<file path="config.mk">
export PLATFORM = sky130hd
export DESIGN_NAME = addr_cal
export DESIGN_NICKNAME = d
export VERILOG_FILES = /design/src/rtl/addr_cal_pkg.sv /design/src/rtl/addr_cal.sv
export SDC_FILE = /design/constraint.sdc
export NUM_CORES = 1
export LEC_CHECK = 0
export BUFFER_PORTS_ARGS = -buffer_cell sky130_fd_sc_hd__buf_4
export CELL_PAD_IN_SITES_DETAIL_PLACEMENT = 0
export CELL_PAD_IN_SITES_GLOBAL_PLACEMENT = 1
export CORE_MARGIN = 4
export CORE_UTILIZATION = 44
export DETAILED_ROUTE_END_ITERATION = 10
export PLACE_DENSITY = 0.8
export SLEW_MARGIN = 25
export SYNTH_ARGS = -nofsm -noshare
export SYNTH_HDL_FRONTEND = slang
export SYNTH_SLANG_ARGS = --single-unit
</file>
<file path="constraint.sdc">
create_clock -name clk -period 0.8 [get_ports clk]
set_clock_uncertainty 0.2 [all_clocks]
set_input_delay 0.16 -clock clk [delete_from_list [all_inputs] [get_ports clk]]
set_output_delay 0.16 -clock clk [all_outputs]
set_load 0.005 [all_outputs]
</file>
<file path="src/rtl/addr_cal_pkg.sv">
// Shared sprite definitions: default widths, descriptor field positions and
// packed descriptor layouts used by addr_cal and the display modules.
package addr_cal_pkg;

    // Default widths for addresses/descriptor fields and screen coordinates.
    localparam int unsigned ADDR_W_DEF  = 16;
    localparam int unsigned COORD_W_DEF = 10;

    // Pattern descriptor: five ADDR_W-wide slots, numbered from the LSB.
    localparam int unsigned PAT_SLOTS        = 5;
    localparam int unsigned PAT_BASE_SLOT    = 4;
    localparam int unsigned PAT_WIDTH_SLOT   = 3;
    localparam int unsigned PAT_HEIGHT_SLOT  = 2;
    localparam int unsigned PAT_STRIDE_SLOT  = 1;
    localparam int unsigned PAT_RSVD_SLOT    = 0;

    // Sprite descriptor: three COORD_W-wide slots plus two flag bits on top.
    localparam int unsigned SPR_COORD_SLOTS  = 3;
    localparam int unsigned SPR_X_SLOT       = 2;
    localparam int unsigned SPR_Y_SLOT       = 1;
    localparam int unsigned SPR_RSVD_SLOT    = 0;
    localparam int unsigned SPR_HFLIP_OFS    = 0;  // above the coordinate slots
    localparam int unsigned SPR_VISIBLE_OFS  = 1;  // above the coordinate slots

    // Pattern descriptor at default widths (80 bits).
    typedef struct packed {
        logic [ADDR_W_DEF-1:0] base;
        logic [ADDR_W_DEF-1:0] width;
        logic [ADDR_W_DEF-1:0] height;
        logic [ADDR_W_DEF-1:0] stride;
        logic [ADDR_W_DEF-1:0] reserved;
    } pattern_info_t;

    // Sprite descriptor at default widths (32 bits).
    typedef struct packed {
        logic                   visible;
        logic                   hflip;
        logic [COORD_W_DEF-1:0] x;
        logic [COORD_W_DEF-1:0] y;
        logic [COORD_W_DEF-1:0] reserved;
    } sprite_info_t;

endpackage

</file>
<file path="src/rtl/addr_cal.sv">
// Sprite address calculator: decides whether the current beam position lies
// on a visible sprite and, if so, which pattern-memory word it maps to.
// One register stage; outputs reflect inputs sampled at the previous edge.
module addr_cal
    import addr_cal_pkg::*;
#(
    parameter int unsigned ADDR_W  = ADDR_W_DEF,
    parameter int unsigned COORD_W = COORD_W_DEF
) (
    input  logic                                   clk,
    input  logic                                   reset,
    input  logic [PAT_SLOTS*ADDR_W-1:0]            pattern_info,
    input  logic [SPR_COORD_SLOTS*COORD_W+1:0]     sprite_info,
    input  logic [COORD_W-1:0]                     hcount,
    input  logic [COORD_W-1:0]                     vcount,
    output logic [ADDR_W-1:0]                      addr_output,
    output logic                                   valid
);

    // One bit wider than either operand so x+width / y+height never wrap.
    localparam int unsigned CMP_W = ((ADDR_W > COORD_W) ? ADDR_W : COORD_W) + 1;

    logic [ADDR_W-1:0]  base_c;
    logic [ADDR_W-1:0]  width_c;
    logic [ADDR_W-1:0]  height_c;
    logic [ADDR_W-1:0]  stride_c;
    logic [COORD_W-1:0] x_c;
    logic [COORD_W-1:0] y_c;
    logic               visible_c;
    logic               hflip_c;
    logic               unused_rsvd_c;

    logic [CMP_W-1:0]   h_ext_c;
    logic [CMP_W-1:0]   v_ext_c;
    logic [CMP_W-1:0]   x_ext_c;
    logic [CMP_W-1:0]   y_ext_c;
    logic [CMP_W-1:0]   x_end_c;
    logic [CMP_W-1:0]   y_end_c;
    logic               in_box_c;

    logic [ADDR_W-1:0]  dx_c;
    logic [ADDR_W-1:0]  col_c;
    logic [ADDR_W-1:0]  row_c;
    logic [ADDR_W-1:0]  row_ofs_c;
    logic [ADDR_W-1:0]  addr_c;
    logic               valid_next_c;
    logic [ADDR_W-1:0]  addr_next_c;

    // Descriptor field extraction.
    assign base_c    = pattern_info[PAT_BASE_SLOT*ADDR_W   +: ADDR_W];
    assign width_c   = pattern_info[PAT_WIDTH_SLOT*ADDR_W  +: ADDR_W];
    assign height_c  = pattern_info[PAT_HEIGHT_SLOT*ADDR_W +: ADDR_W];
    assign stride_c  = pattern_info[PAT_STRIDE_SLOT*ADDR_W +: ADDR_W];
    assign x_c       = sprite_info[SPR_X_SLOT*COORD_W +: COORD_W];
    assign y_c       = sprite_info[SPR_Y_SLOT*COORD_W +: COORD_W];
    assign hflip_c   = sprite_info[SPR_COORD_SLOTS*COORD_W + SPR_HFLIP_OFS];
    assign visible_c = sprite_info[SPR_COORD_SLOTS*COORD_W + SPR_VISIBLE_OFS];

    // Reserved descriptor bits carry no meaning here.
    assign unused_rsvd_c = ^{pattern_info[PAT_RSVD_SLOT*ADDR_W +: ADDR_W],
                             sprite_info[SPR_RSVD_SLOT*COORD_W +: COORD_W]};

    // In-box test on widened operands; zero width/height yields an empty box.
    always_comb begin
        h_ext_c  = CMP_W'(hcount);
        v_ext_c  = CMP_W'(vcount);
        x_ext_c  = CMP_W'(x_c);
        y_ext_c  = CMP_W'(y_c);
        x_end_c  = x_ext_c + CMP_W'(width_c);
        y_end_c  = y_ext_c + CMP_W'(height_c);
        in_box_c = (h_ext_c >= x_ext_c) && (h_ext_c < x_end_c) &&
                   (v_ext_c >= y_ext_c) && (v_ext_c < y_end_c);
    end

    // Address: base + row*stride + col, wrapping modulo 2^ADDR_W.
    always_comb begin
        dx_c      = ADDR_W'(hcount - x_c);
        col_c     = hflip_c ? (width_c - ADDR_W'(1) - dx_c) : dx_c;
        row_c     = ADDR_W'(vcount - y_c);
        row_ofs_c = row_c * stride_c;
        addr_c    = base_c + row_ofs_c + col_c;
    end

    // Off-sprite pixels always present a zero address.
    always_comb begin
        valid_next_c = visible_c & in_box_c;
        addr_next_c  = valid_next_c ? addr_c : '0;
    end

    // Output register stage with asynchronous clear.
    always_ff @(posedge clk or posedge reset) begin
        if (reset) begin
            addr_output <= '0;
            valid       <= 1'b0;
        end else begin
            addr_output <= addr_next_c;
            valid       <= valid_next_c;
        end
    end

endmodule

</file>
==> results.sh, run 1 <==
export IMPL_busiest_layer="met2"
export IMPL_coreArea_sq_um=17300
export IMPL_globalRouteTotalUtil=0.207
export IMPL_wl_per_cell_um=13.9
export IMPL_yosysSeqAreaShare=0.0547
export IMPL_clock_sinks=17
export IMPL_worst_pin_slew_ns=0.429
export IMPL_worstPathMaxFanout=3
export IMPL_setup_viol=34
export IMPL_synth_nets=1266
export IMPL_crit_type="input port to register"
export IMPL_syn_area_sq_um=7780
export IMPL_antenna_found_initial=0
export IMPL_row_count=48
export IMPL_grt_max_degree=18
export IMPL_gr_total_overflow=0
export IMPL_setup_slack_ns=-7.00
export IMPL_cts_tree="yes"
export IMPL_synth_seq_cells=17
export IMPL_numPortBuffers=124
export IMPL_hp_class="input port to asynchronous set/reset pin"
export IMPL_cp_slowest_cell="fa_1"
export IMPL_ant_nets=0
export IMPL_grtUsageMet3=0.0217
export IMPL_min_period_over_period=9.75
export IMPL_cpMostUsedCell="xnor2_1"
export IMPL_clock_path_buffers=2
export IMPL_synth_edf_count=0
export IMPL_numCtsBuffers=3
export IMPL_die_w_um=141
export IMPL_maxSlewHeadroom=0.712
export IMPL_hpwl_mm=17.7
export IMPL_placed_cell_area_sq_um=10700
export IMPL_routed_wl_mm=20.5
export IMPL_vias=7212
export IMPL_nNetsFinal=1602
export IMPL_clk_pin_slew_ns=0.05
export IMPL_grtUsageMet1=0.276
export IMPL_num_io_pins=151
export IMPL_clockRootBuffer="clkbuf_16"
export IMPL_initial_core_util=0.450
export IMPL_dr_first_iter_drc_count=181
export IMPL_crit_arrival_ns=7.78
export IMPL_drc_errors=0
export IMPL_syn_inst=910
export IMPL_final_area_sq_um=11600
export IMPL_violations="negative hold slack, negative setup slack"
export IMPL_end_kind="register"
export IMPL_final_layout_size_suffix_gt1_frac=0.398
export IMPL_finalHoldViolations=17
export IMPL_synthFlopType="dfrtp_1"
export IMPL_first_pass_iters=4
export IMPL_grt_pass1_vias=7480
export IMPL_die_area_sq_um=19900
export IMPL_ys_warnings_count=0
export IMPL_grt_first_pass_wirelength_mm=34.3
export IMPL_async_flop_share=1.00
export IMPL_whs_ns=-0.279
export IMPL_startpoint_type="input port"
export IMPL_ys_types=62
export IMPL_area_growth_pct=49.4
export IMPL_rsz0062_at_grt="yes"
export IMPL_maxCapViolCount=0
export IMPL_slowest_delay_ns=0.51
export IMPL_drv_slew=0
export IMPL_fmax_mhz=128
export IMPL_worstPathRequired_ns=0.78
export IMPL_die_h_um=141
export IMPL_vias_per_cell=4.91
export IMPL_post_route_min_period_ns=7.80
export IMPL_avgSynthCellArea_sq_um=8.55
export IMPL_gr_usage_met2=0.367
export IMPL_finalWeightedCongestion=0.890
export IMPL_status="finished with violations"
export IMPL_diodes=0
export IMPL_cts_max_level=1
==> cells in the mapped netlist (4+ instances only) <==
| cell | number | area share |
|---|---|---|
| a211oi_1 | 6 | 0.0058 |
| a21o_1 | 30 | 0.029 |
| a21oi_1 | 40 | 0.026 |
| a31oi_1 | 5 | 0.0040 |
| and2_1 | 37 | 0.030 |
| clkbuf_1 | 14 | 0.0068 |
| dfrtp_1 | 17 | 0.055 |
| fa_1 | 109 | 0.28 |
| ha_1 | 113 | 0.18 |
| inv_1 | 172 | 0.083 |
| nand2_1 | 81 | 0.039 |
| nand2b_1 | 26 | 0.021 |
| nand3_1 | 9 | 0.0058 |
| nor2_1 | 40 | 0.019 |
| nor2b_1 | 12 | 0.0097 |
| nor3_1 | 12 | 0.0077 |
| o21a_1 | 14 | 0.014 |
| o21ai_0 | 29 | 0.019 |
| o21bai_1 | 7 | 0.0068 |
| or2_2 | 4 | 0.0032 |
| or3_1 | 5 | 0.0040 |
| xnor2_1 | 48 | 0.054 |
| xor2_1 | 20 | 0.023 |
==> path summary, 6_finish.rpt <==
path | slack [ns] | cells past startpoint | to | from
max | -7.00 | 36 | addr_output[15] | hcount[0]
min | -0.28 | 3 | addr_output[6] | reset
max in group asynchronous | 0.56 | 3 | addr_output[10] | reset
min in group clk | 0.19 | 5 | addr_output[0] | pattern_info[64]
==> final cells by class <==
| cell class | instances | area (sq um) |
|---|---|---|
| flip-flops and latches | 17 | 425 |
| fillers | 1408 | 5670 |
| well taps | 225 | 282 |
| inverters | 172 | 673 |
| clock buffers | 3 | 75.1 |
| multi-input cells | 704 | 7340 |
| clock inverters | 1 | 7.51 |
| repair buffers | 348 | 2830 |
==> metrics by stage <==
stage | setup WS [ns] | util | hold WS (ns) | instances | TNS, ns
6_report | -7.00 | 0.672 | -0.279 | 1470 | -85.57
5_1_grt | -7.36 | 0.672 | -0.249 | 1470 | -89.44
2_1_floorplan | -6.90 | - | -0.114 | 910 | -76.56
3_5_place_dp | -7.37 | 0.621 | -0.0127 | 1443 | -87.48
3_3_place_gp | -7.23 | 0.621 | -0.0133 | 1443 | -85.92
4_1_cts | -7.05 | 0.656 | -0.276 | 1466 | -86.49
==> sequential cells by signal (all words and copies together) (netlist names) <==
signal	count
valid	1
addr_output	16
==> layer usage <==
layer,up-vias,wire length (um)
met1,3414,9120
li1,3620,-
met5,-,0
met2,150,10300
met3,28,765
met4,0,312
==> critical path, delay by kind of cell <==
| kind | cells | cell delay, ns |
|---|---|---|
| AO/OA/AOI/OAI | 10 | 1.74 |
| XOR/XNOR | 11 | 1.95 |
| adder cells (fa/ha/maj) | 10 | 3.54 |
| buffers and inverters | 4 | 0.23 |
| AND/OR/NAND/NOR | 1 | 0.15 |
==> cell usage in the layout, fill, tap and decap left out, types with 9 or more instances in the layout <==
master,count
a21o_1,30
a21oi_1,19
a21oi_2,20
and2_1,36
buf_4,303
buf_6,40
dfrtp_1,17
fa_1,101
ha_1,84
ha_4,27
inv_1,152
inv_2,17
nand2_1,80
nand2b_1,26
nor2_1,36
nor2b_1,11
nor3_1,9
o21a_1,14
o21ai_0,14
o21ai_1,11
xnor2_1,38
xnor2_2,10
xor2_1,19
==> what timing repair did <==
item | 4_1_cts | 5_1_grt
endpoints found under the setup margin | 34 | 34
setup buffers | 20 | 5
resized for setup | 85 | 49
hold endpoints to repair | 17 | 17
pin swaps | 93 | 61
==> cell families (layout without fill, tap and decap cells) <==
kind of cell	after synthesis	in the layout	synth area share
buf+inv	189	524	0.0914
mux	2	2	0.00257
compound gates	161	161	0.142
flops	17	17	0.0547
simple gates	246	246	0.160
fa+ha+maj	225	225	0.467
xor+xnor	70	70	0.0824
Power of run 1 is not shown: default switching activity piles up to over one toggle a cycle in this logic, so the estimate is an artifact.
==> run 2: changes to the inputs <==
--- a/config.mk
+++ b/config.mk
@@ -11,6 +11,7 @@
 export CORE_MARGIN = 4
 export CORE_UTILIZATION = 44
 export DETAILED_ROUTE_END_ITERATION = 10
+export GPL_TIMING_DRIVEN = 0
 export PLACE_DENSITY = 0.8
 export SLEW_MARGIN = 25
 export SYNTH_ARGS = -nofsm -noshare
==> results.sh, run 2 (synthesis gave the netlist of run 1 again) <==
export IMPL_status="finished with violations"
export IMPL_violations="negative hold slack, negative setup slack"
export IMPL_reg_largest_list="addr_output x16, valid x1"
export IMPL_wl_met3_um=725
export IMPL_area_growth_pct=32.5
export IMPL_row_count=48
export IMPL_dr_first_iter_drc_count=199
export IMPL_fmax_mhz=124
export IMPL_largest_reg_flops=16
export IMPL_setup_slack_ns=-7.29
export IMPL_finalWeightedCongestion=0.848
export IMPL_crit_arrival_ns=8.04
export IMPL_crit_type="input port to register"
export IMPL_grt_first_pass_wirelength_mm=31.9
export IMPL_globalRouteTotalUtil=0.192
export IMPL_setup_viol=34
export IMPL_numCtsBuffers=3
export IMPL_clk_pin_slew_ns=0.05
export IMPL_worstPathMaxFanout=4
export IMPL_die_w_um=141
export IMPL_maxSlewHeadroom=0.326
export IMPL_drc_errors=0
export IMPL_startpoint_type="input port"
export IMPL_mostFrequentLayoutCells="150 x inv_1, 129 x buf_4, 101 x fa_1, 80 x nand2_1, 78 x ha_1"
export IMPL_coreArea_sq_um=17300
export IMPL_cp_slowest_cell="fa_1"
export IMPL_cts_max_level=1
export IMPL_min_period_over_period=10.1
export IMPL_wl_per_cell_um=14.6
export IMPL_die_area_sq_um=19900
export IMPL_initial_core_util=0.450
export IMPL_maxCapViolCount=0
export IMPL_clock_path_buffers=2
export IMPL_fill_cells=1560
export IMPL_met2_wirelength_mm=9.38
export IMPL_ant_nets=0
export IMPL_wl_met1_mm=8.70
export IMPL_finalHoldViolations=17
export IMPL_hpwl_mm=15.8
export IMPL_worstPathRequired_ns=0.75
export IMPL_drv_slew=0
export IMPL_vias_per_cell=5.00
export IMPL_grt_max_degree=18
export IMPL_hp_class="input port to asynchronous set/reset pin"
export IMPL_routed_wl_mm=19.0
export IMPL_final_layout_size_suffix_gt1_frac=0.295
export IMPL_slowest_delay_ns=0.62
export IMPL_rsz0062_at_grt="yes"
export IMPL_clockRootBuffer="clkbuf_16"
export IMPL_top_register="addr_output"
export IMPL_final_common_cell="inv_1"
export IMPL_cts_tree="yes"
export IMPL_first_pass_iters=4
export IMPL_clock_sinks=17
export IMPL_top_layer="met4"
export IMPL_grt_pass1_vias=6813
export IMPL_end_kind="register"
export IMPL_antenna_found_initial=0
export IMPL_gr_total_overflow=0
export IMPL_worst_pin_slew_ns=1.00
export IMPL_vias=6496
export IMPL_numPortBuffers=123
export IMPL_post_route_min_period_ns=8.09
export IMPL_nNetsFinal=1432
export IMPL_num_io_pins=151
export IMPL_die_h_um=141
export IMPL_diodes=0
export IMPL_whs_ns=-0.210
## run 2: cell types whose count changed in the layout (fill, tap and decap cells not counted), moves of 4 or more
cell,change
clkbuf_1,+13
ha_4,+7
ha_1,-6
buf_4,-174
buf_6,-13
buf_8,+4
## run 2: cell type report
type / instances / area, sq um / share of cell area
Buffer: 17 / 77.6 / 0.00752
Clock buffer: 4 / 78.8 / 0.00765
Inverter: 172 / 673 / 0.0653
Multi-Input combinational cell: 704 / 7420 / 0.719
Sequential cell: 17 / 425 / 0.0413
Tap cell: 225 / 282 / 0.0273
Timing Repair Buffer: 161 / 1360 / 0.132
## run 2: metal layers
layer,vias up,global-route usage
li1,3265,-
met1,3111,0.265
met2,112,0.336
met3,8,0.0180
met4,0,0.0260
met5,-,0
## run 2: timing repair
action	CTS	global route
resized for setup	95	40
hold endpoints to repair	17	17
gates cloned	1	0
pin swaps	93	81
endpoints found under the setup margin	34	34
buffers inserted	31	12
## run 2: critical path: cells and delay by family
kind	cells	cell delay, ns
AOI/OAI and AO/OA	13	2.34
and+or+nand+nor	4	0.41
xor gates and xnor gates	3	0.55
buffers and inverters	7	0.51
adders and majority gates	11	4.03
## run 2: final timing paths
path	startpoint	to	slack, ns	depth (start not counted)
min in group clk	sprite_info[30]	addr_output[15]	0.06	3
max	hcount[0]	addr_output[15]	-7.29	38
min	reset	addr_output[0]	-0.21	2
max in group asynchronous	reset	valid	0.23	2
## run 2: per-stage QoR
stage / instances / cell area [sq um] / worst slack [ns] / util / setup TNS, ns
2_1_floorplan: 910 / 8090 / -6.90 / - / -76.56
3_3_place_gp: 1258 / 9290 / -7.91 / 0.537 / -87.67
3_5_place_dp: 1258 / 9290 / -7.94 / 0.537 / -88.52
4_1_cts: 1289 / 10000 / -7.28 / 0.581 / -83.19
5_1_grt: 1300 / 10300 / -7.58 / 0.596 / -88.60
6_report: 1300 / 10300 / -7.29 / 0.596 / -84.44
Power of run 2 is left out for the same reason.
